[config.mk]
export PLATFORM = sky130hd
export DESIGN_NAME = ptcalc_sched
export DESIGN_NICKNAME = d
export VERILOG_FILES = /design/src/rtl/ptcalc_sched.sv
export SDC_FILE = /design/constraint.sdc
export NUM_CORES = 1
export LEC_CHECK = 0
export CAP_MARGIN = 20
export CORE_AREA = 2 2 549 551
export DETAILED_ROUTE_END_ITERATION = 8
export DIE_AREA = 0 0 551 553
export PLACE_DENSITY = 0.3
export SYNTH_ARGS = -nofsm -noshare
export SYNTH_HDL_FRONTEND = slang
export SYNTH_SLANG_ARGS = --single-unit
[constraint.sdc]
create_clock -name ap_clk -period 2.67 [get_ports ap_clk]
set_input_delay 0.534 -clock ap_clk [delete_from_list [all_inputs] [get_ports ap_clk]]
set_output_delay 0.534 -clock ap_clk [all_outputs]
set_load 0.01 [all_outputs]
[src/rtl/ptcalc_sched.sv]
// ptcalc_sched: round-robin scheduler sharing one HLS pT-calculation core among N_REQ requesters,
// with payload latching, result tagging and a hung-core timeout/abort.
module ptcalc_sched #(
  parameter int N_REQ   = 4,
  parameter int TIMEOUT = 64,
  parameter int ID_W    = 2
) (
  input  logic                ap_clk,
  input  logic                ap_rst,
  input  logic                is_C_side,
  input  logic [N_REQ-1:0]    req_valid,
  output logic [N_REQ-1:0]    req_ready,
  input  logic [N_REQ*58-1:0] req_pl,
  input  logic [N_REQ*64-1:0] req_sf_inn,
  input  logic [N_REQ*64-1:0] req_sf_mid,
  input  logic [N_REQ*64-1:0] req_sf_out,
  output logic                core_rst,
  output logic                core_start,
  output logic                core_is_C_side,
  input  logic                core_ready,
  input  logic                core_done,
  input  logic                core_idle,
  output logic [57:0]         core_pl,
  output logic [63:0]         core_sf_inn,
  output logic [63:0]         core_sf_mid,
  output logic [63:0]         core_sf_out,
  input  logic [53:0]         core_res,
  input  logic                core_res_vld,
  output logic                out_valid,
  input  logic                out_ready,
  output logic [53:0]         out_data,
  output logic [ID_W-1:0]     out_id,
  output logic                out_err,
  output logic [15:0]         stat_done_cnt,
  output logic [7:0]          stat_tmo_cnt
);
  localparam int TW = $clog2(TIMEOUT + 1);
  typedef enum logic [2:0] {IDLE, START, WAIT, RESP, ABORT} state_t;
  state_t state_q, state_d;
  logic [ID_W-1:0] rr_ptr_q, id_q, gnt_id, rr_nxt;
  logic [ID_W:0] sum;
  logic [2*N_REQ-1:0] dbl;
  logic [N_REQ-1:0] rot;
  logic [TW-1:0] tmo_q;
  logic found, busy, tmo_hit, vld_seen_q, err_q;
  logic [53:0] res_q;
  logic [57:0] pl_q, g_pl;
  logic [63:0] inn_q, mid_q, out_q, g_inn, g_mid, g_out;
  logic [15:0] done_cnt_q;
  logic [7:0] tmo_cnt_q;
  logic unused_idle;
  assign unused_idle = core_idle;
  // Rotate requests so that bit 0 is rr_ptr; the first set bit is the winner.
  always_comb begin
    found = 1'b0;
    gnt_id = '0;
    sum = '0;
    dbl = {req_valid, req_valid} >> rr_ptr_q;
    rot = dbl[N_REQ-1:0];
    for (int i = 0; i < N_REQ; i++) begin
      if (!found && rot[i]) begin
        found = 1'b1;
        sum = {1'b0, rr_ptr_q} + (ID_W+1)'(i);
        gnt_id = (sum >= N_REQ) ? ID_W'(sum - N_REQ) : ID_W'(sum);
      end
    end
    g_pl = '0;
    g_inn = '0;
    g_mid = '0;
    g_out = '0;
    for (int i = 0; i < N_REQ; i++) begin
      if (ID_W'(i) == gnt_id) begin
        g_pl = req_pl[58*i +: 58];
        g_inn = req_sf_inn[64*i +: 64];
        g_mid = req_sf_mid[64*i +: 64];
        g_out = req_sf_out[64*i +: 64];
      end
    end
  end
  always_comb begin
    busy = state_q == START || state_q == WAIT;
    tmo_hit = busy && tmo_q == TW'(TIMEOUT - 1) && !core_done;
    rr_nxt = (int'(id_q) == N_REQ - 1) ? '0 : id_q + 1'b1;
    state_d = state_q;
    case (state_q)
      IDLE:    state_d = found ? START : IDLE;
      START:   state_d = tmo_hit ? ABORT : !core_ready ? START : core_done ? RESP : WAIT;
      WAIT:    state_d = tmo_hit ? ABORT : core_done ? RESP : WAIT;
      ABORT:   state_d = RESP;
      RESP:    state_d = out_ready ? IDLE : RESP;
      default: state_d = IDLE;
    endcase
  end
  always_ff @(posedge ap_clk) begin
    if (ap_rst) begin
      state_q <= IDLE;
      rr_ptr_q <= '0;
      id_q <= '0;
      tmo_q <= '0;
      vld_seen_q <= 1'b0;
      err_q <= 1'b0;
      res_q <= '0;
      pl_q <= '0;
      inn_q <= '0;
      mid_q <= '0;
      out_q <= '0;
      done_cnt_q <= '0;
      tmo_cnt_q <= '0;
    end else begin
      state_q <= state_d;
      if (state_q == IDLE && found) begin
        id_q <= gnt_id;
        pl_q <= g_pl;
        inn_q <= g_inn;
        mid_q <= g_mid;
        out_q <= g_out;
        tmo_q <= '0;
        vld_seen_q <= 1'b0;
        err_q <= 1'b0;
        res_q <= '0;
      end
      if (busy) tmo_q <= tmo_q + 1'b1;
      if (busy && core_res_vld) begin
        res_q <= core_res;
        vld_seen_q <= 1'b1;
      end
      if (busy && state_d == RESP) err_q <= !(vld_seen_q || core_res_vld);
      if (state_q == ABORT) begin
        res_q <= '0;
        err_q <= 1'b1;
        if (tmo_cnt_q != 8'hFF) tmo_cnt_q <= tmo_cnt_q + 1'b1;
      end
      if (state_q == RESP && out_ready) begin
        done_cnt_q <= done_cnt_q + 1'b1;
        rr_ptr_q <= rr_nxt;
      end
    end
  end
  assign req_ready = (state_q == IDLE && found && !ap_rst) ? N_REQ'(1) << gnt_id : '0;
  assign core_rst = ap_rst || state_q == ABORT;
  assign core_start = state_q == START && !ap_rst;
  assign core_is_C_side = is_C_side;
  assign core_pl = pl_q;
  assign core_sf_inn = inn_q;
  assign core_sf_mid = mid_q;
  assign core_sf_out = out_q;
  assign out_valid = state_q == RESP && !ap_rst;
  assign out_data = res_q;
  assign out_id = id_q;
  assign out_err = err_q;
  assign stat_done_cnt = done_cnt_q;
  assign stat_tmo_cnt = tmo_cnt_q;
endmodule

Word-level counts from Yosys, hierarchy flattened
Cells that the tools add are included.
{"block": "word_totals", "word_cells": 114, "ff_bits": 344, "out_inout_bits": 339, "input_bits": 1066}
{"block": "classes", "magnitude_cmp": 4, "n_shift": 2, "eq_ne": 11, "n_addsub": 11, "mux": 45, "reduce_logical": 28}
{"cell": "two-way mux 64 bit", "n": 12}
{"cell": "two-way mux 58 bit", "n": 4}
{"cell": "two-way mux 54 bit", "n": 2}
{"cell": "two-way mux 2 bit", "n": 10}
{"cell": "adder 16 x 1 -> 16 bit, second input constant", "n": 1}
{"cell": "one-hot mux 3 bit (5 select lines)", "n": 1}
{"cell": "two-way mux 7 bit", "n": 2}
{"cell": "logical AND 1 bit", "n": 12}
{"cell": "two-way mux 1 bit", "n": 10}
{"cell": "== test 3 x 2 -> 1 bit, second input constant", "n": 3}
{"cell": ">= comparator 3 bit, second input constant", "n": 3}
{"cell": "two-way mux 3 bit", "n": 3}
{"cell": "adder 8 x 1 -> 8 bit, second input constant", "n": 1}
{"cell": "!= test 8 bit, second input constant", "n": 1}
{"cell": ">> shifter 8 x 2 -> 4 bit", "n": 1}
{"cell": "subtractor 2 x 1 -> 2 bit, second input constant", "n": 4}
{"cell": "adder 7 x 1 -> 7 bit, second input constant", "n": 1}
{"cell": "== test 7 x 6 -> 1 bit, second input constant", "n": 1}
{"cell": "adder 2 x 2 -> 3 bit, second input constant", "n": 2}
{"cell": "zero test 1 bit", "n": 6}
{"cell": "== test 2 bit, first input constant", "n": 2}
{"cell": "two-way mux 4 bit", "n": 1}
{"cell": "nonzero test 2 bit", "n": 2}
{"cell": "<< shifter 1 x 2 -> 4 bit, first input constant", "n": 1}
{"cell": "other kinds (13)", "n": 15}

Depth between registers and ports, before layout
Gate-level depths: netlist of the first run.
{"block": "depth", "depth_word": 17, "depth_mapped": 9, "ltp_nobuf": 6}

Worst setup path before layout of the first run
No wires, ideal clock.
{"block": "synth_timing", "path_kind": "input to output", "from": "in req_valid[0]", "to": "out req_ready[2]", "arrival_time_ns": 1.817, "setup_slack_ns": 0.319, "stages": 8, "path_cell_list": "nor4_2 or4_1 buf_2 nor2_4 nand2b_1 buf_4 clkbuf_1 nor2_1"}
{"block": "synth_via", "elab_chain_cells": 14}
{"element": "from (decl)", "line_no": "11", "rtl": "input logic [N_REQ-1:0] req_valid,"}
{"element": ">> shifter 8 x 2 -> 4 bit *", "line_no": "58", "rtl": "dbl = {req_valid, req_valid} >> rr_ptr_q;"}
{"element": "two-way mux 1 bit", "line_no": "61", "rtl": "if (!found && rot[i]) begin"}
{"element": "zero test 1 bit", "line_no": "61"}
{"element": "logical AND 1 bit", "line_no": "61"}
{"element": "two-way mux 1 bit", "line_no": "61"}
{"element": "zero test 1 bit", "line_no": "61"}
{"element": "logical AND 1 bit", "line_no": "61"}
{"element": "two-way mux 1 bit", "line_no": "61"}
{"element": "zero test 1 bit", "line_no": "61"}
{"element": "logical AND 1 bit", "line_no": "61"}
{"element": "two-way mux 1 bit", "line_no": "61"}
{"element": "logical AND 1 bit (2 in series)", "line_no": "139", "rtl": "assign req_ready = (state_q == IDLE && found && !ap_rst) ? N_REQ'(1) << gnt_id : '0;"}
{"element": "two-way mux 4 bit *", "line_no": "139"}
{"element": "to (decl)", "line_no": "12", "rtl": "output logic [N_REQ-1:0] req_ready,"}
Every way passes the cells marked *; elsewhere a longest branch is shown, timed or not.

Final worst setup path of the first run
{"block": "layout_timing", "from": "in req_valid[2]", "to": "out req_ready[1]"}
The elaborated chain is that of the path after synthesis.

==> impl_metrics.json, run 1 <==
{
  "syn_area_um2": 18200,
  "fmax_mhz": 354,
  "nNetsFinal": 4377,
  "io_buffers": 1401,
  "clk_pin_slew_ns": 0.06,
  "synth.distinct_cells": 54,
  "cts_hold_buf": 0,
  "p_leak_nw": 16.0,
  "critPathCapture": "req_ready[1]",
  "ff2ff_setup_slack_ns": 0.02,
  "dr.pass1.iters": 5,
  "clk_latency_ns": 0.69,
  "root_buffer": "clkbuf_16",
  "grt_pass1_vias": 22300,
  "worst_pin_slew_ns": 0.706,
  "drt-initial-drc-count": 875,
  "clk_path_buf_depth": 3,
  "async_reset_ff_share_pct": 0,
  "syn_inst": 1807,
  "worstHoldStart": "core_pl[22]",
  "rr_endpoint": "core_sf_inn[41]",
  "synth.avg_cell_area_um2": 10.1,
  "period_share_pct": 106,
  "relSlewSlack_pct": 51.6,
  "antenna_found_initial": 91,
  "crit_required_ns": 2.14,
  "start_util_pct": 6.09,
  "power.density_nw_per_um2": 535,
  "min_path_type": "reg2reg",
  "fin_cells": 7348,
  "r2r_cells": 9,
  "min_path_cells": 2,
  "critPathKind": "in2out",
  "cts.sinks": 344,
  "drc": 0,
  "grt_max_degree": 56,
  "cts_tree": "done",
  "synth_flop_cell": "dfxtp_1",
  "setup_ws_ns": -0.151,
  "place_congestion": 0.808,
  "violations": "negative setup slack",
  "cts-htree-levels": 2,
  "core_um2": 299000,
  "chipWidth_um": 551,
  "top_level_ports": 1405,
  "critPathArrivalTime_ns": 2.29,
  "routed_wl_um": 185000,
  "avgViaCountPerCell": 2.89,
  "ys_warn_count": 0,
  "startpoint": "req_valid[2]",
  "rows": 201,
  "drv_cap": 0,
  "r2r-start": "rr_ptr_q[1]",
  "period_minus_slack_ns": 2.82,
  "wl_per_cell_um": 25.2,
  "critPathLaunchType": "input port",
  "areaGrowthSynthToFinish_pct": 123,
  "fin_util_pct": 13.6,
  "fp.dieArea_um2": 305000,
  "peakVddDrop_v": 0.000485,
  "dpl.cell_count": 7194,
  "track_usage_pct": 11.5,
  "hold_viol": 0,
  "maxSlewViolCount": 0,
  "worstSetupEndpointType": "output pin",
  "crit_fanout": 5,
  "cts_inserted_buffers": 57,
  "grt_remaining_overflow": 0,
  "drive_gt1_share_pct": 12.6,
  "die_h_um": 553,
  "syn-num-nets": 2877,
  "status": "finished with violations",
  "place_ws_ns": -1.23,
  "finClkSkew_ns": 0.0131,
  "rsz0062_at_grt": "yes",
  "grt_pass1_wl_um": 232000,
  "fillerInstances": 33900,
  "vias": 21200,
  "ant_nets": 0,
  "synth-edff-count": 0,
  "yosysSeqAreaShare_pct": 37.9,
  "ys_ff_latch": 344,
  "hpwl_um": 159000,
  "finalSetupViolCount": 5
}
repair_timing:
| action | in CTS | in global routing |
|---|---|---|
| setup endpoints to repair | 216 | 26 |
| resized for setup | 49 | 17 |
| pin swaps | 6 | 3 |
| gates cloned | 0 | 5 |
| setup buffers | 5 | 3 |
final cells by class:
type | instances | area [um^2] | share of cell area [%]
clock buffer | 87 | 1750 | 4.32
clock inverter | 20 | 246 | 0.608
antenna | 35 | 87.6 | 0.216
sequential | 344 | 6890 | 17.0
tap | 3958 | 4950 | 12.2
timing repair buffer | 1609 | 16100 | 39.8
multi-input combinational | 1293 | 10500 | 25.9
inverter | 2 | 7.51 | 0.0185
Yosys cell counts (3+ instances only):
library cell | n | share of area [%]
a21oi_1 | 16 | 0.44
a22oi_1 | 54 | 2.2
and3_1 | 8 | 0.28
buf_1 | 14 | 0.29
buf_2 | 72 | 2.0
buf_4 | 12 | 0.50
buf_6 | 21 | 1.3
clkbuf_1 | 49 | 1.0
dfxtp_1 | 344 | 38
ha_1 | 4 | 0.28
mux2i_1 | 501 | 28
nand2_1 | 265 | 5.5
nand2b_1 | 5 | 0.17
nand3_1 | 10 | 0.28
nand4_1 | 6 | 0.21
nor2_1 | 97 | 2.0
nor2b_1 | 7 | 0.24
nor3_1 | 7 | 0.19
o21ai_0 | 4 | 0.11
o221ai_1 | 170 | 8.2
o221ai_2 | 80 | 6.6
or4_1 | 3 | 0.12
xnor2_1 | 7 | 0.34
xor2_1 | 14 | 0.67
power breakdown:
part | total, mW | internal [mW] | switching, mW
combinational | 7.14 | 3.73 | 3.41
clock | 8.22 | 4.97 | 3.25
sequential | 6.35 | 5.77 | 0.572
total | 21.7 | 14.5 | 7.23
critical path, stage by stage:
cell             delay, ns
clkdlybuf4s50_1       0.53
nor4_2                0.10
or4_4                 0.45
nor2_4                0.12
buf_4                 0.14
nand2_8               0.09
nor2b_1               0.15
buf_2                 0.14
cell usage in the layout (no fill, tap or decap), types with 9 or more instances in the layout:
cell	netlist	layout
nand3_1	10	10
xor2_1	14	14
clkbuf_8	0	17
nor2_1	97	94
dlygate4sd2_1	0	13
clkbuf_1	49	11
mux2i_1	501	494
clkinv_2	0	9
a21oi_1	16	16
clkbuf_16	0	63
o221ai_1	170	170
buf_12	0	32
a22oi_1	54	54
o221ai_2	80	80
dfxtp_1	344	341
clkdlybuf4s50_1	0	1377
diode_2	0	35
buf_4	12	165
nand2_1	265	265
worst min-delay path by stage:
stage	to	slack, ns
finish	core_pl[22]	0.46
global route	out_data[41]	0.41
CTS	out_data[41]	0.36
detailed placement	core_pl[22]	0.45
global placement	core_pl[9]	0.45
floorplan	vld_seen_q	0.45
sequential cells by signal, indices dropped and copies added, names as in the netlist, 2 cells and up:
name,flops
core_pl,58
core_sf_inn,64
core_sf_mid,64
core_sf_out,64
out_data,54
out_id,2
rr_ptr_q,2
stat_done_cnt,16
stat_tmo_cnt,8
state_q,3
tmo_q,7
logic make-up (layout without fill, tap and decap cells):
| family | count (synthesis) | count (layout) | synth area share [%] |
|---|---|---|---|
| adder cells (fa/ha/maj) | 4 | 4 | 0.275 |
| flip-flops | 344 | 344 | 37.9 |
| XOR/XNOR | 21 | 21 | 1.01 |
| other | 0 | 35 | 0 |
| buffers and inverters | 170 | 1718 | 5.12 |
| multiplexers | 502 | 502 | 27.6 |
| AND/OR/NAND/NOR | 426 | 426 | 9.81 |
| AO/OA/AOI/OAI | 340 | 340 | 18.3 |
routing by layer:
layer  GRT usage, %  vias to the layer above  share of wire [%]  wire, um
met1           13.5                    10000                 41     76200
li1               -                     9917                  -         -
met2           19.6                     1037                 47     87700
met4           2.00                       42                1.4      2620
met5              0                        -               0.14       255
met3           4.95                      193                 10     18600
metrics by stage:
step           hold slack, ns  power (mW)  instance area, um^2  TNS [ns]
2_1_floorplan           0.450        8.47                18200         0
3_3_place_gp            0.446        13.7                38200   -244.77
3_5_place_dp            0.449        13.7                38200   -239.21
4_1_cts                 0.359        22.4                40200    -0.965
5_1_grt                 0.410        22.8                40500    -0.903
6_report                0.461        21.7                40500    -0.558
(Power assumes the default switching activity.)
==> run 2: changes to the inputs <==
--- a/config.mk
+++ b/config.mk
@@ -5,7 +5,7 @@
 export SDC_FILE = /design/constraint.sdc
 export NUM_CORES = 1
 export LEC_CHECK = 0
-export CAP_MARGIN = 20
+export CAP_MARGIN = 5
 export CORE_AREA = 2 2 549 551
 export DETAILED_ROUTE_END_ITERATION = 8
 export DIE_AREA = 0 0 551 553
==> constraint.sdc (replaced) <==
create_clock -name ap_clk -period 2.9 [get_ports ap_clk]
set_input_delay 0.58 -clock ap_clk [delete_from_list [all_inputs] [get_ports ap_clk]]
set_output_delay 0.58 -clock ap_clk [all_outputs]
set_load 0.01 [all_outputs]
==> run 2 against run 1 <==
Against the previous run:
- the flow now finishes without violations
- core utilization shrank 0.19 points
- via count shrank 0.71%
- clock skew grew 0.0072 ns
- largest cell class unchanged
- non-clock buffer count shrank 25
- critical path depth shrank 2
==> impl_metrics.json, run 2 (synthesis results as in run 1) <==
{
  "nNetsFinal": 4350,
  "cts.sinks": 344,
  "grt_pass1_vias": 22100,
  "chipWidth_um": 551,
  "grt_max_degree": 55,
  "critPathLaunchType": "flip-flop",
  "grt_pass1_wl_um": 230000,
  "fp.dieArea_um2": 305000,
  "cts_inserted_buffers": 55,
  "rsz0062_at_grt": "yes",
  "status": "finished clean",
  "place_ws_ns": -1.27,
  "clk_path_buf_depth": 3,
  "drt-initial-drc-count": 982,
  "cts-htree-levels": 2,
  "swShare_pct": 33.5,
  "min_path_type": "reg2reg",
  "place_congestion": 0.809,
  "die_h_um": 553,
  "finalSetupViolCount": 0,
  "critPathKind": "reg2out",
  "final_cell_mix": "1389 x clkdlybuf4s50_1, 498 x mux2i_1, 342 x dfxtp_1",
  "cp_slowest_cell": "or4_4",
  "critPathTopFamily": "simple AND/OR/NAND/NOR gates",
  "multi_input_area_um2": 10500,
  "routed_wl_um": 183000,
  "drc": 0,
  "drv_cap": 0,
  "dr.pass1.iters": 7,
  "path_cells": "or4_4 > nor2_4 > nand2b_4 > buf_6 > nor2b_1 > buf_2",
  "p_comb_share_pct": 33.8,
  "track_usage_pct": 11.5,
  "ff2ff_setup_slack_ns": 0.22,
  "top_level_ports": 1405,
  "seqPwrFrac_pct": 30.2,
  "worstSetupEndpointType": "output pin",
  "grt_remaining_overflow": 0,
  "root_buffer": "clkbuf_16",
  "cts_tree": "done",
  "p_int_mw": 12.8,
  "crit_required_ns": 2.32,
  "fmax_mhz": 356,
  "setup_ws_ns": 0.0916,
  "wl_per_cell_um": 25.1,
  "final_common_cell": "clkdlybuf4s50_1",
  "vias": 21100,
  "hpwl_um": 159000,
  "drive_gt1_share_pct": 11.3,
  "avgViaCountPerCell": 2.88,
  "hold-worst-slack_ns": 0.461,
  "finClkSkew_ns": 0.0203,
  "clk_latency_ns": 0.68,
  "relSlewSlack_pct": 46.1,
  "p_sw_mw": 6.45,
  "cts_hold_buf": 0,
  "io_buffers": 1401,
  "max_stage_delay_ns": 0.56,
  "critPathBufInv": 2,
  "clkPwrFrac_pct": 36.0,
  "hold_viol": 0,
  "crit_fanout": 3,
  "seq_area_um2": 6890,
  "antenna_found_initial": 87,
  "ant_nets": 0,
  "worst_pin_slew_ns": 0.806,
  "clk_pin_slew_ns": 0.05,
  "critPathArrivalTime_ns": 2.23,
  "p_leak_nw": 15.7,
  "areaGrowthSynthToFinish_pct": 120,
  "peakVddDrop_v": 0.000388,
  "power_mw": 19.3,
  "rows": 201,
  "period_share_pct": 96.8,
  "period_minus_slack_ns": 2.81,
  "fillerInstances": 34000,
  "power.density_nw_per_um2": 481,
  "start_util_pct": 6.09,
  "core_um2": 299000,
  "maxSlewViolCount": 0
}
[run 2: cell types whose count changed in the layout (fill, tap and decap cells not counted), moves of 5 or more]
cell and delta:
buf_4 -18, clkdlybuf4s50_1 +12, clkbuf_1 +10, dlygate4sd2_1 -10, clkbuf_8 -9, clkbuf_16 -8, buf_12 +5, diode_2 -5
[run 2: worst reg2reg max path: stages (launching register included)]
cell and delay, ns:
dfxtp_2 0.35, nand2b_1 0.17, nor2b_2 0.17, o32ai_4 0.14, buf_12 0.15, buf_12 0.15
buf_4 0.27, buf_12 0.25, mux2i_1 0.61, buf_4 0.21, o221ai_1 0.11
[run 2: metrics by stage]
step / instances / util, % / setup TNS (ns) / instance area [um^2]
2_1_floorplan: 1807 / - / 0 / 18200
3_3_place_gp: 7175 / 12.7 / -170.56 / 38100
3_5_place_dp: 7175 / 12.7 / -164.56 / 38100
4_1_cts: 7278 / 13.4 / -0.229 / 39900
5_1_grt: 7281 / 13.4 / -0.123 / 39900
6_report: 7308 / 13.4 / 0 / 40000
[run 2: path summary, 6_finish.rpt]
path | from | endpoint | depth (start not counted)
worst min-delay path | core_pl[38] | core_pl[38] | 2
worst max register to register | rr_ptr_q[0] | core_sf_inn[43] | 10
worst max-delay path | state_q[1] | req_ready[0] | 6
worst min register to register | core_pl[38] | core_pl[38] | 2
[run 2: power by group through the flow]
stage / Combinational, mW / Sequential (mW) / Clock (mW)
2_1_floorplan: 1.84 / 5.96 / 0
3_3_place_gp: 6.68 / 5.93 / 0
3_5_place_dp: 6.67 / 5.93 / 0
4_1_cts: 6.73 / 5.85 / 7.35
5_1_grt: 6.95 / 5.90 / 7.46
6_report: 6.50 / 5.81 / 6.94
[run 2: per-layer routing]
layer	vias to the layer above	GRT usage [%]	wire length, um
met5	-	0	230
met4	34	1.77	2620
met3	182	4.83	18400
met2	1037	19.5	86600
met1	9959	13.5	75400
li1	9840	-	-
[run 2: repair_timing]
item | in CTS | in global routing
endpoints found under the setup margin | 19 | 8
buffers inserted | 6 | 0
hold endpoints to repair | 0 | 0
pin swaps | 5 | 1
cloned | 0 | 0
gates resized for setup | 32 | 6
[run 2: layout make-up]
cell class	count	area share, %
clock buffers	84	3.91
inverters	2	0.0188
clock inverters	13	0.497
diodes	30	0.188
well taps	3958	12.4
multi-input cells	1293	26.2
repair buffers	1584	39.6
flip-flops and latches	344	17.2
